`config.mk`:
```
export PLATFORM = sky130hd
export DESIGN_NAME = cpu_control_fsm
export DESIGN_NICKNAME = d
export VERILOG_FILES = /design/src/rtl/cpu_control_fsm.sv
export SDC_FILE = /design/constraint.sdc
export NUM_CORES = 1
export LEC_CHECK = 0
export BUFFER_PORTS_ARGS = -buffer_cell sky130_fd_sc_hd__buf_2
export CAP_MARGIN = 20
export CORE_ASPECT_RATIO = 0.75
export CORE_MARGIN = 10
export CORE_UTILIZATION = 54
export DETAILED_ROUTE_END_ITERATION = 8
export GPL_TIMING_DRIVEN = 1
export HOLD_SLACK_MARGIN = 0.12
export PLACE_DENSITY_LB_ADDON = 0.15
export SYNTH_ARGS = -nofsm -noshare
export SYNTH_HDL_FRONTEND = slang
export SYNTH_SLANG_ARGS = --single-unit
```
`constraint.sdc`:
```
create_clock -name clk -period 2.2 [get_ports clk]
set_clock_uncertainty 0.1 [all_clocks]
set_input_delay 0.66 -clock clk [delete_from_list [all_inputs] [get_ports clk]]
set_output_delay 0.66 -clock clk [all_outputs]
set_load 0.03 [all_outputs]
```
`src/rtl/cpu_control_fsm.sv`:
```
// Multicycle control sequencer for the RV32I core: steps each instruction through
// fetch/decode/execute/mem/write-back, checks opcode legality and counts retirements.
module cpu_control_fsm #(
  parameter int unsigned IMEM_LATENCY  = 1,
  parameter int unsigned DMEM_LATENCY  = 1,
  parameter logic [31:0] INSTRET_RESET = 32'h0000_0000
) (
  input  logic        clk,
  input  logic        reset_n,
  input  logic        run,
  input  logic [6:0]  opcode,
  input  logic [2:0]  funct3,
  input  logic        branch_taken,
  output logic        imem_rd,
  output logic        ir_load,
  output logic        dmem_rd,
  output logic        dmem_wren,
  output logic        reg_wren,
  output logic [1:0]  wb_sel,
  output logic        alu_a_sel,
  output logic        alu_b_sel,
  output logic        pc_wren,
  output logic [1:0]  pc_sel,
  output logic [2:0]  state,
  output logic        illegal,
  output logic [31:0] instret
);

  typedef enum logic [2:0] {
    IDLE       = 3'd0,
    FETCH      = 3'd1,
    FETCH_WAIT = 3'd2,
    DECODE     = 3'd3,
    EXECUTE    = 3'd4,
    MEM        = 3'd5,
    WRITEBACK  = 3'd6,
    TRAP       = 3'd7
  } state_t;

  typedef struct packed {
    logic       imem_rd;
    logic       ir_load;
    logic       dmem_rd;
    logic       dmem_wren;
    logic       reg_wren;
    logic [1:0] wb_sel;
    logic       alu_a_sel;
    logic       alu_b_sel;
    logic       pc_wren;
    logic [1:0] pc_sel;
  } ctrl_t;

  localparam logic [6:0] OP_LUI    = 7'b0110111;
  localparam logic [6:0] OP_AUIPC  = 7'b0010111;
  localparam logic [6:0] OP_JAL    = 7'b1101111;
  localparam logic [6:0] OP_JALR   = 7'b1100111;
  localparam logic [6:0] OP_BRANCH = 7'b1100011;
  localparam logic [6:0] OP_LOAD   = 7'b0000011;
  localparam logic [6:0] OP_STORE  = 7'b0100011;
  localparam logic [6:0] OP_IMM    = 7'b0010011;
  localparam logic [6:0] OP_REG    = 7'b0110011;

  // Wait counters count down to zero, so they start at latency-1.
  localparam logic [3:0] IMEM_WAIT = 4'(IMEM_LATENCY - 1);
  localparam logic [3:0] DMEM_WAIT = 4'(DMEM_LATENCY - 1);

  state_t     st;
  ctrl_t      ctrl;
  logic [3:0] cnt;
  logic       taken;

  function automatic logic is_legal(input logic [6:0] op, input logic [2:0] f3);
    case (op)
      OP_LUI, OP_AUIPC, OP_JAL, OP_IMM, OP_REG: is_legal = 1'b1;
      OP_JALR:   is_legal = (f3 == 3'b000);
      OP_BRANCH: is_legal = !(f3 inside {3'b010, 3'b011});
      OP_LOAD:   is_legal = f3 inside {3'b000, 3'b001, 3'b010, 3'b100, 3'b101};
      OP_STORE:  is_legal = f3 inside {3'b000, 3'b001, 3'b010};
      default:   is_legal = 1'b0;
    endcase
  endfunction

  function automatic ctrl_t sel_ctrl(input logic [6:0] op);
    ctrl_t c;
    c = '0;
    c.alu_a_sel = (op == OP_AUIPC);
    c.alu_b_sel = op inside {OP_IMM, OP_LOAD, OP_STORE, OP_AUIPC, OP_JALR};
    return c;
  endfunction

  function automatic ctrl_t mem_ctrl(input logic [6:0] op);
    ctrl_t c;
    c = sel_ctrl(op);
    c.dmem_rd   = (op == OP_LOAD);
    c.dmem_wren = (op == OP_STORE);
    return c;
  endfunction

  function automatic ctrl_t wb_ctrl(input logic [6:0] op, input logic tk);
    ctrl_t c;
    c = sel_ctrl(op);
    c.pc_wren  = 1'b1;
    c.reg_wren = !(op inside {OP_STORE, OP_BRANCH});
    case (op)
      OP_LOAD:         c.wb_sel = 2'b01;
      OP_JAL, OP_JALR: c.wb_sel = 2'b10;
      OP_LUI:          c.wb_sel = 2'b11;
      default:         c.wb_sel = 2'b00;
    endcase
    case (op)
      OP_JAL:    c.pc_sel = 2'b01;
      OP_BRANCH: c.pc_sel = tk ? 2'b01 : 2'b00;
      OP_JALR:   c.pc_sel = 2'b10;
      default:   c.pc_sel = 2'b00;
    endcase
    return c;
  endfunction

  // Outputs are registered: each transition loads the control word of the state being entered.
  always_ff @(posedge clk or negedge reset_n) begin
    if (!reset_n) begin
      st      <= IDLE;
      ctrl    <= '0;
      cnt     <= 4'd0;
      taken   <= 1'b0;
      illegal <= 1'b0;
      instret <= INSTRET_RESET;
    end else begin
      ctrl <= '0;
      case (st)
        IDLE: begin
          if (run) begin
            st           <= FETCH;
            ctrl.imem_rd <= 1'b1;
          end
        end
        FETCH: begin
          st           <= FETCH_WAIT;
          cnt          <= IMEM_WAIT;
          ctrl.ir_load <= (IMEM_WAIT == 4'd0);
        end
        FETCH_WAIT: begin
          if (cnt == 4'd0) begin
            st <= DECODE;
          end else begin
            cnt          <= cnt - 4'd1;
            ctrl.ir_load <= (cnt == 4'd1);
          end
        end
        DECODE: begin
          if (is_legal(opcode, funct3)) begin
            st   <= EXECUTE;
            ctrl <= sel_ctrl(opcode);
          end else begin
            st      <= TRAP;
            illegal <= 1'b1;
          end
        end
        EXECUTE: begin
          taken <= branch_taken;
          if (opcode inside {OP_LOAD, OP_STORE}) begin
            st   <= MEM;
            cnt  <= DMEM_WAIT;
            ctrl <= mem_ctrl(opcode);
          end else begin
            st   <= WRITEBACK;
            ctrl <= wb_ctrl(opcode, branch_taken);
          end
        end
        MEM: begin
          if (opcode == OP_STORE || cnt == 4'd0) begin
            st   <= WRITEBACK;
            ctrl <= wb_ctrl(opcode, taken);
          end else begin
            cnt  <= cnt - 4'd1;
            ctrl <= sel_ctrl(opcode);
          end
        end
        WRITEBACK: begin
          instret <= instret + 32'd1;
          if (run) begin
            st           <= FETCH;
            ctrl.imem_rd <= 1'b1;
          end else begin
            st <= IDLE;
          end
        end
        TRAP:    st <= TRAP;
        default: st <= IDLE;
      endcase
    end
  end

  assign imem_rd   = ctrl.imem_rd;
  assign ir_load   = ctrl.ir_load;
  assign dmem_rd   = ctrl.dmem_rd;
  assign dmem_wren = ctrl.dmem_wren;
  assign reg_wren  = ctrl.reg_wren;
  assign wb_sel    = ctrl.wb_sel;
  assign alu_a_sel = ctrl.alu_a_sel;
  assign alu_b_sel = ctrl.alu_b_sel;
  assign pc_wren   = ctrl.pc_wren;
  assign pc_sel    = ctrl.pc_sel;
  assign state     = st;

endmodule
```
==> metrics <==
largest net degree at the start of global routing 27; worst endpoint required time 1.44 ns; total power 3.011 mW; num ports 62; Clock Sinks 53; maximum VDD drop 0.8414 mV; final worst setup slack 0.2169 ns; register area share after synthesis 48.56%; routability cong. 0.9422; die width 102.1 um; DRT Pass-1 Iters 4; Worst-Skew Late Latency 0.30 ns; core area 0.004900 sq mm; flop and latch count out of synthesis 53; first-pass GRT wire length 10.83 mm; Yosys top cell by area dfrtp_1; Syn Nets 280; mapped cell area 0.002731 sq mm; Main synth FF type dfrtp_1; Cell variety after synth 52; Root Buffer clkbuf_8; die area 0.008332 sq mm; final hold vios 0; H-tree lvl count 2; final worst path period need 1.983 ns; Worst setup SP type flop; via count 2270; pwr/cell area 909.7 mW/mm^2; hold_buf cts 0; DP HPWL 5.169 mm; Starting Density 55.75%; Final nets 357; DRC 0; Slew Viols, Final 0; Synth top area share 48.56%; Synth area leaders dfrtp_1, xor2_1, xnor2_1, nand3_1, nand2_1; most frequent cell after synthesis dfrtp_1; worst hold path class input port to async pin; Max Freq 504.3 MHz; post-route ant nets 0; Synth Area per Inst 10.39 sq um; Resized Gates After CTS 0; Slew headroom 67.52%; crit end category primary output; vias in the first global route 2115; Synth warnings 0; drt wl/cell 16.22 um; Final Setup Violations 0; WL final 6.487 mm; MaxCap Viol Count 0; clock slew at reported path FFs 0.09 ns; TritonCTS clock tree built; unrepaired setup endpoints after global routing false; Port-buffer cells 61; Setup CP Type flop to primary output; initial antenna violation count 0; ys async rst share 100.0%; Mapped Cells 263; pre-CTS setup slack -0.009552 ns; ANT cells 0; Final Cell Area 0.003309 sq mm; Syn-to-layout area delta 21.16%; total CTS buffers 5; share of layout cells above drive strength 1 30.00%; Post-CTS Setup Inserts 0; worst path arrival time 1.22 ns; Post-synth EDFFs 0; Leak Pwr 1.716 nW; DIE HEIGHT 81.59 um; Worst Tran Pin Value 0.4872 ns; Synth top cells by count dfrtp_1, nand2_1, xor2_1; DP Area 0.003219 sq mm; Rows 22; clk buf depth 2; Vias per Instance 5.675; critical path fanouts, max 11; outcome finished clean; first-iteration detailed-routing DRC count 182; GRT Overall Usage 16.10%; gr ovfl total 0; Tcrit/Tclk final 90.14%
[flip-flops by register name (all words and copies together), names as in the netlist, named ones only]
register	count
ir_load	1
instret	32
illegal	1
alu_b_sel	1
cnt	4
reg_wren	1
state	2
imem_rd	1
dmem_wren	1
pc_sel	2
wb_sel	2
taken	1
alu_a_sel	1
dmem_rd	1
pc_wren	1
[logic make-up (layout without fill, tap and decap cells)]
logic type,after synthesis,in the layout,share of synthesized area [%]
DFF,53,53,48.56
adders and majority gates,3,3,1.374
muxes,4,4,1.512
xor gates and xnor gates,31,31,9.940
and+or+nand+nor,127,127,28.40
AOI/OAI and AO/OA,29,29,7.925
buffers and inverters,16,93,2.290
[report_power, final]
part	internal, mW	leakage [nW]	total, mW	switching [mW]
clock	0.249	0.0433	0.542	0.293
sequential	1.11	0.714	1.29	0.181
combinational	0.465	0.959	1.18	0.712
total	1.82	1.72	3.01	1.19
[cells in the final DEF, fill, tap and decap left out, drive strengths merged, types with 8 or more instances in the layout]
| master | count |
|---|---|
| buf | 78 |
| dfrtp | 53 |
| nand2 | 21 |
| xor2 | 19 |
| nand3 | 18 |
| nor2 | 15 |
| nor3 | 12 |
| xnor2 | 12 |
| nand4 | 11 |
| inv | 8 |
[final cells by class]
class	count	area [sq um]
clock inverters	1	7.507
clock buffers	6	82.58
multi-input cells	194	1343
flip-flops and latches	53	1326
fillers	406	1590
well taps	60	75.07
repair buffers	78	445.4
inverters	8	30.03
[final timing paths]
kind                                 startpoint                       to  slack [ns]  cells past startpoint
min                                     reset_n        imem_rd$_DFF_PN0_        0.21                      1
min in group clk            illegal$_DFFE_PN0P_      illegal$_DFFE_PN0P_        0.37                      1
min reg2reg                 illegal$_DFFE_PN0P_      illegal$_DFFE_PN0P_        0.37                      1
max in group asynchronous               reset_n  instret[31]$_DFFE_PN0P_        1.27                      2
max                        state[0]$_DFFE_PN0P_                 state[0]        0.22                      2
max reg2reg                  cnt[0]$_DFFE_PN0P_       cnt[1]$_DFFE_PN0P_        0.22                      6
[worst max-delay path: stages (launching register included)]
cell	delay [ns]
dfrtp_1	0.48
buf_4	0.22
buf_2	0.22
[layer usage]
metal	track usage [%]	wire length, um
met5	0	0
met4	3.371	63
met3	4.027	464
met2	21.69	2624
met1	25.01	3335
[per-stage QoR]
stage / std cells / hold WS [ns] / TNS (ns) / util [%]
6_report: 400 / 0.2129 / 0 / 67.54
5_1_grt: 400 / 0.2202 / 0 / 67.54
4_1_cts: 400 / 0.2167 / 0 / 67.54
3_5_place_dp: 393 / 0.3513 / -0.009552 / 65.70
3_3_place_gp: 393 / 0.3458 / 0 / 65.70
2_1_floorplan: 263 / 0.2644 / 0 / -
Note: power is estimated with default switching activity, not from simulation.
